<file path="src/rtl/pc_fetch_unit.sv">
// Fetch stage: owns the architectural PC, issues one imem request at a time,
// and presents {pc, inst} to decode with late-redirect handling.
module pc_fetch_unit #(
    parameter logic [31:0] RESET_PC = 32'h0000_0000,
    parameter int unsigned CNT_W    = 16
) (
    input  logic             clk,
    input  logic             rst,
    output logic             imem_req_valid,
    input  logic             imem_req_ready,
    output logic [31:0]      imem_req_addr,
    input  logic             imem_resp_valid,
    input  logic [31:0]      imem_resp_data,
    output logic             if_valid,
    input  logic             id_ready,
    output logic [31:0]      if_pc,
    output logic [31:0]      if_inst,
    output logic [31:0]      pc_add4,
    input  logic [31:0]      npc_in,
    input  logic             redirect_valid,
    input  logic [31:0]      redirect_pc,
    output logic [CNT_W-1:0] discard_cnt
);

    typedef enum logic [1:0] {
        S_BOOT,
        S_FETCH,
        S_WAIT,
        S_HOLD
    } state_e;

    state_e             state_q, state_d;
    logic [31:0]        pc_q, pc_d;
    logic               kill_q, kill_d;
    logic               if_valid_q, if_valid_d;
    logic [31:0]        if_pc_q, if_pc_d;
    logic [31:0]        if_inst_q, if_inst_d;
    logic [CNT_W-1:0]   cnt_q, cnt_d;

    logic               accept;
    logic               drop;
    logic [31:0]        redir_al;
    logic [31:0]        npc_al;

    assign accept   = imem_req_valid & imem_req_ready;
    assign drop     = kill_q | redirect_valid;
    assign redir_al = redirect_pc & 32'hFFFF_FFFC;
    assign npc_al   = npc_in & 32'hFFFF_FFFC;

    always_ff @(posedge clk or posedge rst) begin
        if (rst) begin
            state_q <= S_BOOT;
        end else begin
            state_q <= state_d;
        end
    end

    always_comb begin
        state_d = state_q;
        unique case (state_q)
            S_BOOT:  state_d = S_FETCH;
            S_FETCH: if (accept) state_d = S_WAIT;
            S_WAIT: begin
                if (imem_resp_valid) state_d = drop ? S_FETCH : S_HOLD;
            end
            S_HOLD: begin
                if (redirect_valid || id_ready) state_d = S_FETCH;
            end
            default: state_d = S_BOOT;
        endcase
    end

    always_comb begin
        imem_req_valid = (state_q == S_FETCH);
    end

    // A redirect always wins; a response racing a redirect is counted as discarded.
    always_comb begin
        pc_d       = pc_q;
        kill_d     = kill_q;
        if_valid_d = if_valid_q;
        if_pc_d    = if_pc_q;
        if_inst_d  = if_inst_q;
        cnt_d      = cnt_q;
        unique case (state_q)
            S_BOOT: begin
                if (redirect_valid) pc_d = redir_al;
            end
            S_FETCH: begin
                if (redirect_valid) pc_d = redir_al;
                if (accept) kill_d = redirect_valid;
            end
            S_WAIT: begin
                if (imem_resp_valid) begin
                    if (drop) begin
                        kill_d = 1'b0;
                        if (cnt_q != {CNT_W{1'b1}}) cnt_d = cnt_q + CNT_W'(1);
                        if (redirect_valid) pc_d = redir_al;
                    end else begin
                        if_inst_d  = imem_resp_data;
                        if_pc_d    = pc_q;
                        if_valid_d = 1'b1;
                    end
                end else if (redirect_valid) begin
                    kill_d = 1'b1;
                    pc_d   = redir_al;
                end
            end
            S_HOLD: begin
                if (redirect_valid) begin
                    if_valid_d = 1'b0;
                    pc_d       = redir_al;
                end else if (id_ready) begin
                    if_valid_d = 1'b0;
                    pc_d       = npc_al;
                end
            end
            default: ;
        endcase
    end

    always_ff @(posedge clk or posedge rst) begin
        if (rst) begin
            pc_q       <= RESET_PC;
            kill_q     <= 1'b0;
            if_valid_q <= 1'b0;
            if_pc_q    <= RESET_PC;
            if_inst_q  <= 32'h0;
            cnt_q      <= '0;
        end else begin
            pc_q       <= pc_d;
            kill_q     <= kill_d;
            if_valid_q <= if_valid_d;
            if_pc_q    <= if_pc_d;
            if_inst_q  <= if_inst_d;
            cnt_q      <= cnt_d;
        end
    end

    assign imem_req_addr = pc_q;
    assign if_valid      = if_valid_q;
    assign if_pc         = if_pc_q;
    assign if_inst       = if_inst_q;
    assign pc_add4       = if_pc_q + 32'd4;
    assign discard_cnt   = cnt_q;

endmodule

</file>
<file path="config.mk">
export PLATFORM = sky130hd
export DESIGN_NAME = pc_fetch_unit
export DESIGN_NICKNAME = d
export VERILOG_FILES = /design/src/rtl/pc_fetch_unit.sv
export SDC_FILE = /design/constraint.sdc
export NUM_CORES = 1
export LEC_CHECK = 0
export ABC_AREA = 1
export ABC_CLOCK_PERIOD_IN_PS = 11200
export BUFFER_PORTS_ARGS = -buffer_cell sky130_fd_sc_hd__clkbuf_2
export CAP_MARGIN = 20
export CORE_UTILIZATION = 48
export CTS_CLUSTER_SIZE = 12
export DETAILED_ROUTE_END_ITERATION = 12
export PLACE_DENSITY = 0.8
export SETUP_SLACK_MARGIN = 0.3
export SYNTH_ARGS = -nofsm -noshare
export SYNTH_HDL_FRONTEND = slang
export SYNTH_SLANG_ARGS = --single-unit
export TNS_END_PERCENT = 1
</file>
<file path="constraint.sdc">
create_clock -name clk -period 11.2 [get_ports clk]
set_input_delay 3.36 -clock clk [delete_from_list [all_inputs] [get_ports clk]]
set_output_delay 3.36 -clock clk [all_outputs]
set_load 0.005 [all_outputs]
</file>
==> results.cfg, run 1 <==
[status]
status = finished clean

[power_and_ir_drop]
switching_share_pct = 37.1
switchingPower_w = 0.000593
sequentialPowerShare_pct = 43.3
intPower_w = 0.00101
power_density_mw_per_mm2 = 212
ir_drop_mv = 0.131
clockPowerShare_pct = 21.6
leakagePower_nw = 4.17
p_comb_share_pct = 35.1

[floorplanning]
core-area_mm2 = 0.0121
rows = 40
boundaryPins = 248
design.die.area_mm2 = 0.0129
die_h_um = 114
initial_core_util_pct = 49.5
dieWidth_um = 114

[final_layout]
drive_gt1_share_pct = 26.0
fin_area_mm2 = 0.00755
fillers = 1148
final_core_util_pct = 62.3
area_growth_pct = 26.0
multi_input_area_mm2 = 0.00278
nets = 1145
register_area_mm2 = 0.00280

[clocking]
clk_pin_slew_ns = 0.07
cts_max_level = 3
cts.sinks = 112
clk_path_buf_depth = 2
clk_latency_ns = 0.35
cts_setup_buffers = 0
tritoncts = done
cts_hold_buf = 0
cts-root-buf = clkbuf_16
cts_buffers = 9
ctsResizeCount = 0

[synthesis]
synthFlopType = dfrtp_1
synth_largest_area_cell = dfrtp_1
ys_ff_latch = 112
ys_top_cells_by_area = dfrtp_1, nand2_1, o21ai_0, inv_1, nor2_1
yosysTopAreaCellShare_pct = 46.8
ys_seq_area_share_pct = 46.8
syn_avg_cell_area_um2 = 7.31
synth_most_common_cell = nand2_1
synthTopCellsByCount = nand2_1, dfrtp_1, inv_1, nor2_1, o21ai_0
synthArstFlopShare_pct = 100
synth-edff-count = 0
synthCells = 819
synth_area_mm2 = 0.00599
yosysUniqueCellTypes = 36
synth_warnings = 0

[placement]
dp_hpwl_mm = 11.7
gp_congestion = 0.881
portBuffers = 237
placed_area_mm2 = 0.00723
place_ws_ns = 5.18

[worst_setup_path]
slowest_stage = clkinv_1
cp-end-kind = flip-flop
critical_path_class = in -> reg
cpPeakStageDelay_ns = 1.04
start_kind = primary input
critPathTopFamily = buffers and inverters
ff2ff_path_depth = 6
arrival_ns = 5.75
r2r-start = state_q[0]$_DFFE_PP0P_
worstSetupPathDepth = 6
rr_endpoint = kill_q$_DFFE_PP0P_
crit_fanout = 95
cp-endpoint = kill_q$_DFFE_PP0P_
crit_required_ns = 11.43
cp_num_buf_inv = 2
startpoint = redirect_valid
regToRegSetupSlack_ns = 8.10
crit_chain = clkbuf_2 -> nor2_2 -> nand3_4 -> clkinv_1 -> o21ai_0 -> nand2_1

[global_route]
grt_use_total_pct = 24.9
grt_max_degree = 96
antenna_found_initial = 1
overflow = 0
met3_usage_pct = 4.73
met1_usage_pct = 32.6
grt_pass1_vias = 5193
use_met2_pct = 40.7
busiest_layer = met2
grt_pass1_wl_mm = 25.2

[timing]
report.final.hold_viol_count = 0
worst_slew_pin_slew_ns = 1.01
slew_violations = 0
fin_crit_sh_pct = 49.3
final.min_clock_period_ns = 5.52
setup_viol = 0
timing.fmax_ghz = 0.181
final.setup.tns_ns = 0
rsz0062_at_grt = false
maxSlewHeadroom_pct = 32.3
skew_ns = 0.00889
fin_ws_ns = 5.68

[route]
vias_per_cell = 4.85
drt-pass1-iter-count = 5
vias = 5875
wl_per_cell_um = 12.9
drc_errors = 0
wl_mm = 15.6
drtIter0Drc = 303
postRouteAntennaNets = 0

[worst_hold_path]
hold_path.class = reg -> reg

[flow_run]
drv_cap = 0
[cell families after synthesis]
| kind of cell | after synthesis | share of synthesized area, % |
|---|---|---|
| other | 1 | 0.0626 |
| flip-flops | 112 | 46.8 |
| AND/OR/NAND/NOR | 504 | 34.6 |
| AO/OA/AOI/OAI | 74 | 6.52 |
| adder cells (fa/ha/maj) | 6 | 1.25 |
| buffers and inverters | 98 | 7.23 |
| XOR/XNOR | 24 | 3.51 |
[layout make-up]
class                   instances  share of cell area (%)
flip-flops and latches        112                    37.1
repair buffers                239                    15.9
multi-input cells             614                    36.8
diodes                          1                  0.0332
clock inverters                 6                    1.21
clock buffers                  10                    3.03
inverters                      61                    3.07
well taps                     168                    2.78
[power groups by stage]
stage	clock (W)	combinational (W)	sequential, W
6_report	0.000345	0.000560	0.000693
5_1_grt	0.000370	0.000640	0.000715
4_1_cts	0.000351	0.000567	0.000692
3_5_place_dp	0	0.000566	0.000696
3_3_place_gp	0	0.000551	0.000694
2_1_floorplan	0	0.000283	0.000681
[layout by cell type (no fill, tap or decap), types with 6 or more instances in the layout]
| cell | synthesis | final |
|---|---|---|
| ha_1 | 6 | 6 |
| dfrtp_1 | 112 | 112 |
| nand3_1 | 41 | 41 |
| nand4_1 | 7 | 7 |
| nor2_1 | 56 | 56 |
| clkbuf_2 | 0 | 237 |
| clkbuf_16 | 0 | 9 |
| nand2_1 | 373 | 373 |
| nand3b_1 | 11 | 11 |
| conb_1 | 1 | 6 |
| inv_1 | 57 | 56 |
| o21ai_1 | 25 | 25 |
| xor2_1 | 13 | 13 |
| o21ai_0 | 43 | 43 |
| xnor2_1 | 11 | 11 |
[worst min-delay path by stage]
stage	start	to	cells after the start
after floorplan	if_inst[0]$_DFFE_PP0P_	if_inst[0]$_DFFE_PP0P_	2
after CTS	if_inst[5]$_DFFE_PP0P_	if_inst[5]$_DFFE_PP0P_	2
after global placement	if_inst[6]$_DFFE_PP0P_	if_inst[6]$_DFFE_PP0P_	2
after global routing	if_inst[4]$_DFFE_PP0P_	if_inst[4]$_DFFE_PP0P_	2
final	if_inst[15]$_DFFE_PP0P_	if_inst[15]$_DFFE_PP0P_	2
after detailed placement	if_inst[5]$_DFFE_PP0P_	if_inst[5]$_DFFE_PP0P_	2
[per-stage QoR]
step / std cells / hold WS (ns) / total power, W
5_1_grt: 1210 / 0.500 / 0.00172
3_3_place_gp: 1194 / 0.461 / 0.00124
2_1_floorplan: 824 / 0.472 / 0.000965
4_1_cts: 1210 / 0.484 / 0.00161
6_report: 1211 / 0.479 / 0.00160
3_5_place_dp: 1194 / 0.464 / 0.00126
[state kept, by name (all words and copies together) (netlist names)]
signal / cells
if_valid: 1
if_pc: 30
kill_q: 1
imem_req_addr: 30
discard_cnt: 16
if_inst: 32
state_q: 2
[worst min-delay path, delay by kind of cell (launching register included)]
kind | cells | cell delay, ns
AND/OR/NAND/NOR | 2 | 0.10
flip-flops | 1 | 0.35
[routing by layer]
metal,wire length (um),share of wire (%),vias up
met5,0,0,-
met3,919,5.9,29
met1,6940,44,2674
li1,-,-,2975
met4,387,2.5,0
met2,7360,47,197
(Power assumes the default switching activity.)
==> run 2: changes to the inputs <==
--- a/config.mk
+++ b/config.mk
@@ -6,13 +6,13 @@
 export NUM_CORES = 1
 export LEC_CHECK = 0
 export ABC_AREA = 1
-export ABC_CLOCK_PERIOD_IN_PS = 11200
+export ABC_CLOCK_PERIOD_IN_PS = 4950
 export BUFFER_PORTS_ARGS = -buffer_cell sky130_fd_sc_hd__clkbuf_2
 export CAP_MARGIN = 20
-export CORE_UTILIZATION = 48
+export CORE_UTILIZATION = 44
 export CTS_CLUSTER_SIZE = 12
 export DETAILED_ROUTE_END_ITERATION = 12
-export PLACE_DENSITY = 0.8
+export PLACE_DENSITY = 0.77
 export SETUP_SLACK_MARGIN = 0.3
 export SYNTH_ARGS = -nofsm -noshare
 export SYNTH_HDL_FRONTEND = slang
==> constraint.sdc (replaced) <==
create_clock -name clk -period 4.95 [get_ports clk]
set_input_delay 1.485 -clock clk [delete_from_list [all_inputs] [get_ports clk]]
set_output_delay 1.485 -clock clk [all_outputs]
set_load 0.005 [all_outputs]
==> results.cfg, run 2 (synthesis gave the netlist of run 1 again) <==
[floorplanning]
die_h_um = 119
dieWidth_um = 119
core-area_mm2 = 0.0132
rows = 42
initial_core_util_pct = 45.2
design.die.area_mm2 = 0.0141
boundaryPins = 248

[global_route]
antenna_found_initial = 0
grt_use_total_pct = 24.2
overflow = 0
grt_pass1_vias = 5697
grt_max_degree = 61
grt_pass1_wl_mm = 27.0

[final_layout]
multi_input_area_mm2 = 0.00278
final_common_cell = nand2_1
drive_gt1_share_pct = 26.1
nets = 1149
diodes = 0
fillers = 1306
final_core_util_pct = 57.0
area_growth_pct = 26.1
mostFrequentLayoutCells = nand2_1, clkbuf_2, dfrtp_1
register_area_mm2 = 0.00280
largest_reg_flops = 32

[placement]
gp_congestion = 0.924
portBuffers = 237
dp_hpwl_mm = 12.4

[worst_setup_path]
r2r-start = state_q[0]$_DFFE_PP0P_
critical_path_class = reg -> out
regToRegSetupSlack_ns = 2.55
start_kind = flip-flop
crit_required_ns = 3.46
arrival_ns = 2.13
cp-end-kind = primary output
rr_endpoint = kill_q$_DFFE_PP0P_
ff2ff_path_depth = 7
crit_fanout = 5
cp-endpoint = pc_add4[20]
startpoint = if_pc[2]$_DFFE_PP0P_

[flow_run]
drv_cap = 0

[clocking]
ctsResizeCount = 0
clk_latency_ns = 0.35
clk_path_buf_depth = 2
cts_max_level = 3
cts.sinks = 112
tritoncts = done
cts-root-buf = clkbuf_16
cts_setup_buffers = 0
cts_buffers = 9
cts_hold_buf = 0
clk_pin_slew_ns = 0.07

[route]
drt-pass1-iter-count = 5
postRouteAntennaNets = 0
vias = 5937
vias_per_cell = 4.86
drc_errors = 0
wl_mm = 16.3
drtIter0Drc = 274
wl_per_cell_um = 13.4

[power_and_ir_drop]
leakagePower_nw = 4.17
ir_drop_mv = 0.239
power_density_mw_per_mm2 = 474

[timing]
worst_slew_pin_slew_ns = 0.973
final.min_clock_period_ns = 3.61
rsz0062_at_grt = false
timing.fmax_ghz = 0.277
skew_ns = 0.00694
fin_hold_ws_ns = 0.479
setup_viol = 0
maxSlewHeadroom_pct = 35.0
report.final.hold_viol_count = 0
final.setup.tns_ns = 0
fin_crit_sh_pct = 73.0
slew_violations = 0

[status]
status = finished clean

[worst_hold_path]
hold_path.class = reg -> reg
## run 2: changes by cell type in the layout (fill, tap and decap cells not counted)
cell	previous run	this run
clkbuf_1	1	2
clkbuf_8	0	1
buf_4	2	6
inv_6	2	0
diode_2	1	0
bufinv_16	2	1
clkinv_4	1	0
clkinvlp_4	0	1
## run 2: report_power, final
part	switching [W]	total (W)	internal [W]
sequential	0.000337	0.00158	0.00125
clock	0.000317	0.000720	0.000403
combinational	0.000696	0.00128	0.000580
total	0.00135	0.00358	0.00223
## run 2: area by class of cell
cell class | count | share of cell area (%)
sequential | 112 | 37.1
multi-input combinational | 614 | 36.8
timing repair buffer | 243 | 16.3
clock inverter | 3 | 0.563
inverter | 61 | 3.06
clock buffer | 12 | 3.26
tap | 176 | 2.91
## run 2: worst min path at each step
| stage | from | end | slack (ns) | cells past startpoint |
|---|---|---|---|---|
| 5_1_grt | if_inst[17]$_DFFE_PP0P_ | if_inst[17]$_DFFE_PP0P_ | 0.50 | 2 |
| 4_1_cts | if_inst[12]$_DFFE_PP0P_ | if_inst[12]$_DFFE_PP0P_ | 0.48 | 2 |
| 3_3_place_gp | if_inst[9]$_DFFE_PP0P_ | if_inst[9]$_DFFE_PP0P_ | 0.46 | 2 |
| 3_5_place_dp | if_inst[12]$_DFFE_PP0P_ | if_inst[12]$_DFFE_PP0P_ | 0.46 | 2 |
| 6_report | if_inst[0]$_DFFE_PP0P_ | if_inst[0]$_DFFE_PP0P_ | 0.48 | 2 |
| 2_1_floorplan | if_inst[0]$_DFFE_PP0P_ | if_inst[0]$_DFFE_PP0P_ | 0.47 | 2 |
## run 2: per-layer routing
metal / track usage (%) / vias up / wire length, um
li1: - / 2983 / -
met4: 12.5 / 0 / 527
met3: 3.38 / 36 / 761
met2: 39.5 / 199 / 7670
met1: 31.3 / 2719 / 7370
met5: 0 / - / 0
## run 2: stage by stage
stage	setup slack, ns	cells	cell area, um2	power [W]
after floorplan	0.506	824	6010	0.00218
after global placement	1.57	1206	7270	0.00283
after detailed placement	1.55	1206	7270	0.00288
final	1.34	1221	7550	0.00358
after CTS	1.34	1221	7550	0.00361
after global routing	1.20	1221	7550	0.00385
## run 2: critical path, stage by stage, from the launching register on
cell and delay (ns):
dfrtp_1 0.42, ha_1 0.25, inv_1 0.07, nor2_1 0.22
nand2_1 0.19, nor2_2 0.20, nand2_1 0.10, xnor2_1 0.19
clkbuf_2 0.14
